`src/rtl/pipe_pkg.sv`:
```
// Shared types and constants for the IF/ID instruction fetch queue.
package pipe_pkg;
   localparam int INST_W  = 32;
   localparam int ENTRY_W = 64;
   localparam logic [INST_W-1:0] NOP_INST = 32'h0000_0000;

   typedef struct packed {
      logic [INST_W-1:0] inst;
      logic [INST_W-1:0] pc4;
   } ifq_entry_t;
endpackage

```
`src/rtl/ifq_regfile.sv`:
```
// DEPTH x ENTRY_W storage: synchronous write, asynchronous read, no reset.
module ifq_regfile
   import pipe_pkg::*;
#(
   parameter int DEPTH = 4,
   parameter int AW    = 2
) (
   input  logic               clock,
   input  logic               we,
   input  logic [AW-1:0]      waddr,
   input  logic [ENTRY_W-1:0] wdata,
   input  logic [AW-1:0]      raddr,
   output logic [ENTRY_W-1:0] rdata
);
   logic [DEPTH-1:0][ENTRY_W-1:0] mem;

   always_ff @(posedge clock) begin
      if (we) mem[waddr] <= wdata;
   end

   assign rdata = mem[raddr];
endmodule

```
`src/rtl/pipe_ifq.sv`:
```
// Instruction fetch queue between IF and ID: first-word-fall-through head,
// single-cycle flush of all entries on a taken branch or jump.
module pipe_ifq
   import pipe_pkg::*;
#(
   parameter int DEPTH = 4,
   parameter int AW    = 2
) (
   input  logic              clock,
   input  logic              reset,
   input  logic              if_valid,
   input  logic [INST_W-1:0] if_inst,
   input  logic [INST_W-1:0] if_pc4,
   output logic              if_ready,
   input  logic              id_ready,
   output logic              id_valid,
   output logic [INST_W-1:0] id_inst,
   output logic [INST_W-1:0] id_pc4,
   input  logic              flush,
   output logic [AW:0]       count
);
   localparam logic [AW:0] FULL = (AW+1)'(DEPTH);

   logic [AW-1:0] rd_ptr, wr_ptr;
   logic          push, pop;
   ifq_entry_t    wr_entry, rd_entry;

   // Ready/valid come from registered count only, so id_ready never
   // reaches if_ready combinationally.
   assign if_ready = (count != FULL);
   assign id_valid = (count != '0);

   assign push = if_valid & if_ready & ~flush & ~reset;
   assign pop  = id_ready & id_valid & ~flush & ~reset;

   assign wr_entry = '{inst: if_inst, pc4: if_pc4};

   ifq_regfile #(.DEPTH(DEPTH), .AW(AW)) u_rf (
      .clock (clock),
      .we    (push),
      .waddr (wr_ptr),
      .wdata (wr_entry),
      .raddr (rd_ptr),
      .rdata (rd_entry)
   );

   // Storage is never cleared; gating here keeps NOP on id_* while empty.
   assign id_inst = id_valid ? rd_entry.inst : NOP_INST;
   assign id_pc4  = id_valid ? rd_entry.pc4  : '0;

   always_ff @(posedge clock) begin
      if (reset || flush) begin
         rd_ptr <= '0;
         wr_ptr <= '0;
         count  <= '0;
      end else begin
         if (push) wr_ptr <= wr_ptr + 1'b1;
         if (pop)  rd_ptr <= rd_ptr + 1'b1;
         case ({push, pop})
            2'b10:   count <= count + 1'b1;
            2'b01:   count <= count - 1'b1;
            default: count <= count;
         endcase
      end
   end
endmodule

```
`config.mk`:
```
export PLATFORM = sky130hd
export DESIGN_NAME = pipe_ifq
export DESIGN_NICKNAME = d
export VERILOG_FILES = /design/src/rtl/pipe_pkg.sv /design/src/rtl/ifq_regfile.sv /design/src/rtl/pipe_ifq.sv
export SDC_FILE = /design/constraint.sdc
export NUM_CORES = 1
export LEC_CHECK = 0
export ABC_CLOCK_PERIOD_IN_PS = 4110
export CAP_MARGIN = 10
export CORE_MARGIN = 2
export CORE_UTILIZATION = 38
export CTS_BUF_LIST = sky130_fd_sc_hd__clkbuf_2
export DETAILED_ROUTE_END_ITERATION = 6
export PLACE_DENSITY = 0.67
export SETUP_SLACK_MARGIN = 0.02
export SLEW_MARGIN = 20
export SYNTH_ARGS = -nofsm -noshare
export SYNTH_HDL_FRONTEND = slang
export SYNTH_SLANG_ARGS = --single-unit
export TNS_END_PERCENT = 50
```
`constraint.sdc`:
```
create_clock -name clock -period 4.11 [get_ports clock]
set_input_delay 0.822 -clock clock [delete_from_list [all_inputs] [get_ports clock]]
set_output_delay 0.822 -clock clock [all_outputs]
set_load 0.005 [all_outputs]
```
# ---- After elaboration in Yosys (flattened, before gate mapping)
# Index checks and enable logic that the tools add are counted.
dict set report word_totals {
  reg_bits 263
  in_bits 69
  out_inout_bits 69
  wordCells 37
}
dict set report op_classes {
  add_sub_neg 4
  n_lt_le_gt_ge 3
  n_eq_ne 3
  n_mux 8
  bitwise_logic 8
  n_reduce_logical 4
}
# operator n
set op_table {}
lappend op_table {{$bwmux 256} 1}
lappend op_table {{$bmux 64 s2} 1}
lappend op_table {{$demux 64 s2} 1}
lappend op_table {{$mux 64} 2}
lappend op_table {{$mux 32} 2}
lappend op_table {{$and 1x1->1} 6}
lappend op_table {{$lt 2x3->1 const B} 2}
lappend op_table {{$pmux 3 s2} 1}
lappend op_table {{$add 2x1->2 const B} 2}
lappend op_table {{$add 3x1->3 const B} 1}
lappend op_table {{$ne 3x3->1 const B} 1}
lappend op_table {{$reduce_bool 3->1} 1}
lappend op_table {{$sub 3x1->3 const B} 1}
lappend op_table {{$eq 2x1->1 const B} 1}
lappend op_table {{$eq 2x2->1 const B} 1}
lappend op_table {{$ge 2x1->1 const B} 1}
lappend op_table {{$not 1->1} 2}
lappend op_table {{$reduce_bool 2->1} 1}
lappend op_table {{$logic_and 1x1->1} 1}
lappend op_table {{$logic_or 1x1->1} 1}

# ---- Logic depth before layout (Yosys ltp)
# Gate-level depths: netlist of run 1.
dict set report logic_depth {
  ltp_word 6
  depth_mapped 9
  depth_no_buf 9
}

# ---- By module
# A second synthesis of run 1 with hierarchy kept.
dict set report unflattened {
  cells_unflattened 453
  hier_area_um2 10177.3
}
# mod instances cells_per_inst area_each_um2 seq_area_each_um2
set modules_own_cells {}
lappend modules_own_cells {ifq_regfile 1 338 9341.5 7687.4}
lappend modules_own_cells {pipe_ifq 1 115 835.8 140.1}

# ---- Worst setup path before layout of run 1
# OpenSTA, ideal clock, no wires.
dict set report synth_timing {
  path_type {input-to-reg}
  from {input port flush}
  to {register u_rf.mem[0] (netlist name) (enable)}
  setup_ps 429
  arrival_time_ps 2711
  t_required_ps 3681
  setup_slack_ps 970
  stages 2
  path_buffers 0
  path_cell_list {nor2_1 and3_1}
}
dict set report synth_between {
  elab_chain_len 3
}
# item line
set synth_lines {}
lappend synth_lines {{from (decl)} pipe_ifq.sv:19} ;# input logic flush,
lappend synth_lines {{$not 1->1} pipe_ifq.sv:33} ;# assign push = if_valid & if_ready & ~flush & ~reset;
lappend synth_lines {{$and 1x1->1 (2 in series)} pipe_ifq.sv:33}
lappend synth_lines {{to (signal, indexed assignment)} ifq_regfile.sv:18} ;# if (we) mem[waddr] <= wdata;
lappend synth_lines {{to (decl)} ifq_regfile.sv:15} ;# logic [DEPTH-1:0][ENTRY_W-1:0] mem;
# Every way passes these cells.
# A chain may end at the register's enable or synchronous reset.

# ---- Worst setup path after layout of run 1
dict set report layout_timing {
  from {register rd_ptr[0]}
  to {output port id_inst[13]}
}
dict set report layout_between {
  elab_chain_len 3
}
# item line
set layout_lines {}
lappend layout_lines {{from (decl)} pipe_ifq.sv:24} ;# logic [AW-1:0] rd_ptr, wr_ptr;
lappend layout_lines {{from (signal assigned)} pipe_ifq.sv:58} ;# if (pop) rd_ptr <= rd_ptr + 1'b1;
lappend layout_lines {{$bmux 64 s2} ifq_regfile.sv:21} ;# assign rdata = mem[raddr];
lappend layout_lines {{$mux 64 (implied by the code)} ifq_regfile.sv:21}
lappend layout_lines {{$mux 32} pipe_ifq.sv:48} ;# assign id_inst = id_valid ? rd_entry.inst : NOP_INST;
lappend layout_lines {{to (decl)} pipe_ifq.sv:17} ;# output logic [INST_W-1:0] id_inst,
# Every way passes these cells. The select of a mux whose other input is x is not followed.

==> results of run 1 <==
==> Yosys cell counts (2+ instances only) <==
library cell	n
mux4_2	64
dfxtp_1	7
nor2_1	7
nand4_1	2
edfxtp_1	256
o21ai_0	2
clkbuf_1	9
buf_2	8
buf_6	5
and3_1	4
and2_1	64
xor2_1	4
or3_1	2
inv_1	5
a21oi_1	2
nand2_1	2
ha_1	5
==> metal layers <==
| metal | part of all wire (%) | vias to the layer above | global-route usage [%] |
|---|---|---|---|
| li1 | - | 2271 | - |
| met1 | 43 | 2581 | 17.61 |
| met2 | 49 | 159 | 23.78 |
| met3 | 6.3 | 40 | 4.491 |
| met4 | 1.9 | 0 | 5.697 |
| met5 | 0 | - | 0 |
==> area by class of cell <==
cell class	count	area [sq um]	area share, %
flip-flops and latches	263	7835	62.72
well taps	335	419.2	3.355
repair buffers	144	1499	12.00
clock inverters	18	111.4	0.8914
clock buffers	94	470.5	3.766
inverters	5	18.77	0.1502
multi-input cells	165	2138	17.12
==> metrics by stage <==
stage	worst slack, ns	instance area [sq um]
final	0.4412	12490
after global routing	0.1718	12490
after CTS	0.2773	12490
after detailed placement	1.029	11910
after global placement	0.9662	11910
after floorplan	0.9698	10090
==> worst max path at each step <==
stage / from / slack, ns / depth (start not counted) / end
2_1_floorplan: flush / 0.97 / 2 / u_rf.mem[0]
4_1_cts: rd_ptr[0] / 0.28 / 4 / id_inst[22]
6_report: rd_ptr[0] / 0.44 / 4 / id_inst[13]
3_3_place_gp: count[0] / 0.97 / 3 / id_inst[1]
3_5_place_dp: flush / 1.03 / 9 / count[2]
5_1_grt: rd_ptr[0] / 0.17 / 4 / id_pc4[1]
==> state kept, by name (all words and copies together) (netlist names) <==
signal    cells
count         3
rd_ptr        2
wr_ptr        2
u_rf.mem    256
==> tightest hold or removal path, delay by kind of cell (launching register included) <==
kind            cells  cell delay, ns
simple gates        1            0.07
flops               1            0.35
compound gates      1            0.09
==> logic make-up after synthesis <==
logic type,count (synthesis)
muxes,64
adders and majority gates,6
and+or+nand+nor,84
AOI/OAI and AO/OA,7
xor gates and xnor gates,4
buffers and inverters,27
DFF,263
==> power breakdown <==
part / leakage, uW / internal [uW] / switching, uW
registers: 0.00237 / 2960 / 6.82
clock network: 0.000448 / 681 / 982
logic: 0.00117 / 105 / 79.2
total: 0.00399 / 3750 / 1070
==> reports/metrics.yaml, run 1 <==
drt-vias-per-instance: 4.933
post_synth_xor_area_fraction_pct: 0.3472
ant_nets: 0
die_width_um: 166.9
min_path_cells: 2
mappedNetlistNets: 530
post_cts.resized_instances: 0
irDropWorstVdd_v: 0.0001497
synth.lib_cells_used.distinct: 24
path_delay_family: "buffers and inverters"
synth_enable_flop_cells: 256
most-common-layout-cells: "256 x edfxtp_1, 137 x clkdlybuf4s50_1, 94 x clkbuf_2, 64 x mux4_2, 64 x and2_1"
min_period_over_period_pct: 89.27
timing.hold.worst.class: "register to register"
dr.first_iter.drc_count: 272
vias_in_the_first_global_route: 5750
firstDrtPassIters: 4
cellPowerDensity_nw_per_um2: 385.7
layout.filler_cells: 2202
post-route-drc-count: 0
track_usage_pct: 14.35
clock-root-buffer: "clkbuf_2"
rsz0062_at_grt: "false"
design_power_total_uw: 4818
floorplan.initialDensity_pct: 38.72
critical_path.cell_chain: "buf_4 -> mux4_2 -> and2_1 -> clkdlybuf4s50_1"
worstSetupEndpointType: "primary output"
grt_overflow: 0
final_cell_count_no_fill: 1024
sequential_fraction_of_the_synthesis_area_pct: 77.58
timing.critical_path.fanout_max: 23
synth-warning-count: 0
setup_viol_count_final: 0
post-synth-top-area-fraction_pct: 76.19
die_h_um: 166.9
core-area_sq_um: 26060
power.leakage_uw: 0.003990
final_hold_viol_count: 0
synthTopCellsByArea: "edfxtp_1 76%, mux4_2 14%, and2_1 4.0%"
globalplace.congestion: 0.7560
clkSlewWorstSetupHoldPaths_ns: 0.08
place.detailed.hpwl_um: 11330
crit_path_start_kind: "register"
final.hold.worst_slack_ns: 0.5643
timing_max_transition_violations_final: 0
synth-main-ff-cell: "edfxtp_1"
timing_worst_slew_pin_value_ns: 0.6836
fin_setup_tns_ns: 0
critPathKind: "register to primary output"
cts-htree-levels: 3
main_combinational_cell_family_by_area_after_synthesis: "multiplexers"
grt_pass1_wl_um: 30660
dr_total_vias: 5051
ctsHoldBuffers: 0
timing.critical_path.arrival_ns: 2.85
worstRegToRegCells: 9
drv_cap: 0
clock-skew-final_ns: 0.06206
finalCriticalPeriod_ns: 3.669
final_common_cell: "edfxtp_1"
synthDominantAreaCellType: "edfxtp_1"
tritoncts: "done"
timing.rr.start: "count[2]"
syn-mean-instance-area_sq_um: 22.18
clk_latency_ns: 0.79
critical-path-max-stage-delay_ns: 0.55
design.final.nets: 721
worstHoldStart: "wr_ptr[0]"
muxShareOfSynthArea_pct: 14.29
slew_headroom_pct: 54.43
maxClockFrequency_ghz: 0.2726
antenna_found_initial: 0
synthCells: 455
drt_wl_total_um: 19640
number_of_buffers_inserted_by_port_buffering: 137
ys_ff_latch: 263
drt-wirelength-per-cell_um: 19.18
die_area_sq_um: 27870
post-cts-setup-buffers: 0
post-place-cells: 912
yosys.area_share.adder_pct: 0.8185
layout.core_utilization_pct: 47.94
compound_gate_portion_of_the_synthesized_area_pct: 0.4836
regToRegSetupSlack_ns: 1.48
worstHoldEndpoint: "wr_ptr[0]"
drive_above_1_share_pct: 26.85
grt_max_degree: 66
syn-cell-area_sq_um: 10090
clock_sink_count: 263
synth_simple_gate_area_share_pct: 5.010
cts_inserted_buffers: 67
max-clock-path-buffers: 3
syn2layout_area_growth_pct: 23.81
cp_num_buf_inv: 2
rows: 59
critical-path-slowest-cell: "mux4_2"
diodes: 0
synth_async_sr_flop_share_pct: 0
timing.rr.end: "count[2]"
ioPinCount: 138
worst-endpoint-required_ns: 3.29
outcome: "finished clean"
Power figures use the tool's default switching activity.
==> run 2, diff against run 1 <==
CORE_ASPECT_RATIO = 0.8   (was unset)
CTS_BUF_LIST = unset   (was sky130_fd_sc_hd__clkbuf_2)
==> run 2 against run 1 <==
Against the previous run:
- first-iteration DRC count is 24% higher
- sequential power is essentially flat
- global-route usage shrank 0.14 points
- worst setup slack improved by 0.15 ns
- utilization rose by 0.92 points
- combinational power is essentially flat
- sequential share of layout area down 1.5 points
- worst hold slack got worse by 0.043 ns
- total power grew 14%
- via count down 4.3%
- cell count shrank 3.8%
- highest routed layer unchanged
==> reports/metrics.yaml, run 2 (synthesis results as in run 1) <==
most-common-layout-cells: "256 x edfxtp_1, 137 x clkdlybuf4s50_1, 64 x mux4_2, 64 x and2_1, 27 x clkbuf_16"
critPathKind: "register to primary output"
design_power_total_uw: 5486
place.detailed.hpwl_um: 11550
timing.critical_path.fanout_max: 22
largest-register: "u_rf.mem"
final_common_cell: "edfxtp_1"
ant_nets: 0
drive_above_1_share_pct: 18.63
post_cts.resized_instances: 0
timing.rr.start: "count[2]"
layout.core_utilization_pct: 48.86
regToRegSetupSlack_ns: 1.45
crit_path_start_kind: "register"
diodes: 0
final_cell_count_no_fill: 985
timing.critical_path.arrival_ns: 2.69
clock-root-buffer: "clkbuf_16"
timing_max_transition_violations_final: 0
critical_path_origin: "rd_ptr[0]"
worstSetupEndpointType: "primary output"
grt_max_degree: 66
fin_setup_tns_ns: 0
rows: 53
dr.first_iter.drc_count: 337
min_period_over_period_pct: 85.52
final_hold_viol_count: 0
worstRegToRegCells: 9
floorplan.initialDensity_pct: 38.52
post-place-cells: 935
drt-vias-per-instance: 4.906
ioPinCount: 138
design.final.nets: 682
vias_in_the_first_global_route: 5159
crit_end: "id_pc4[12]"
biggestRegsByFlops: "u_rf.mem: 256 flops, count: 3 flops"
clkSlewWorstSetupHoldPaths_ns: 0.06
clk_latency_ns: 0.52
timing.hold.worst.class: "register to register"
irDropWorstVdd_v: 0.0002600
dr_total_vias: 4832
largest_register_ffs: 256
clock_sink_count: 263
post-cts-setup-buffers: 0
drv_cap: 0
clock-skew-final_ns: 0.006672
final_area_sq_um: 12800
track_usage_pct: 14.21
tritoncts: "done"
worst-endpoint-required_ns: 3.29
max-clock-path-buffers: 3
cellPowerDensity_nw_per_um2: 428.7
die_width_um: 186.2
post-route-drc-count: 0
syn2layout_area_growth_pct: 26.84
drt_wl_total_um: 19530
firstDrtPassIters: 4
min_path_cells: 2
grt_overflow: 0
rsz0062_at_grt: "false"
postPlaceCellArea_sq_um: 11950
power.leakage_uw: 0.003966
cts-htree-levels: 1
globalplace.congestion: 0.7398
maxClockFrequency_ghz: 0.2845
number_of_buffers_inserted_by_port_buffering: 137
core-area_sq_um: 26190
die_h_um: 149.7
cts_inserted_buffers: 27
die_area_sq_um: 27880
timing_worst_slew_pin_value_ns: 0.6670
slew_headroom_pct: 55.53
antenna_found_initial: 0
timing.rr.end: "count[2]"
ctsHoldBuffers: 0
finalCriticalPeriod_ns: 3.515
grt_pass1_wl_um: 29700
outcome: "finished clean"
setup_viol_count_final: 0
drt-wirelength-per-cell_um: 19.83
## run 2: power by group
group | switching (uW) | internal (uW) | total, uW
Sequential | 7.36 | 2970 | 2980
Clock | 936 | 1390 | 2330
Combinational | 79.1 | 105 | 184
Total | 1020 | 4460 | 5490
## run 2: worst max-delay path: stages (launching register included)
cell and delay (ns):
dfxtp_4 0.64, buf_4 0.34, mux4_2 0.56, and2_1 0.19, clkdlybuf4s50_1 0.45
## run 2: worst min-delay path by stage
stage                     startpoint        end  slack [ns]
after floorplan            wr_ptr[0]  wr_ptr[0]        0.47
after global placement     wr_ptr[0]  wr_ptr[0]        0.48
after detailed placement   wr_ptr[0]  wr_ptr[0]        0.52
after CTS                  wr_ptr[0]  wr_ptr[0]        0.52
after global routing       wr_ptr[0]  wr_ptr[0]        0.56
final                      wr_ptr[0]  wr_ptr[0]        0.52
## run 2: final cells by class
cell class,instances,area [sq um]
clock buffers,33,698.2
flip-flops and latches,263,7835
clock inverters,17,153.9
repair buffers,145,1506
fillers,2159,13400
inverters,5,18.77
multi-input cells,165,2138
well taps,357,446.7
## run 2: metal layers
layer / GRT usage [%] / wire (um) / part of all wire, %
met1: 18.86 / 8386 / 43
met3: 2.726 / 1056 / 5.4
met5: 0 / 0 / 0
met4: 3.189 / 395 / 2.0
met2: 24.44 / 9694 / 50
## run 2: per-stage QoR
| step | setup slack (ns) | hold slack, ns |
|---|---|---|
| final | 0.5951 | 0.5211 |
| after global routing | 0.4398 | 0.5622 |
| after CTS | 0.5086 | 0.5240 |
| after detailed placement | 0.9877 | 0.5160 |
| after global placement | 1.090 | 0.4803 |
| after floorplan | 0.9698 | 0.4701 |
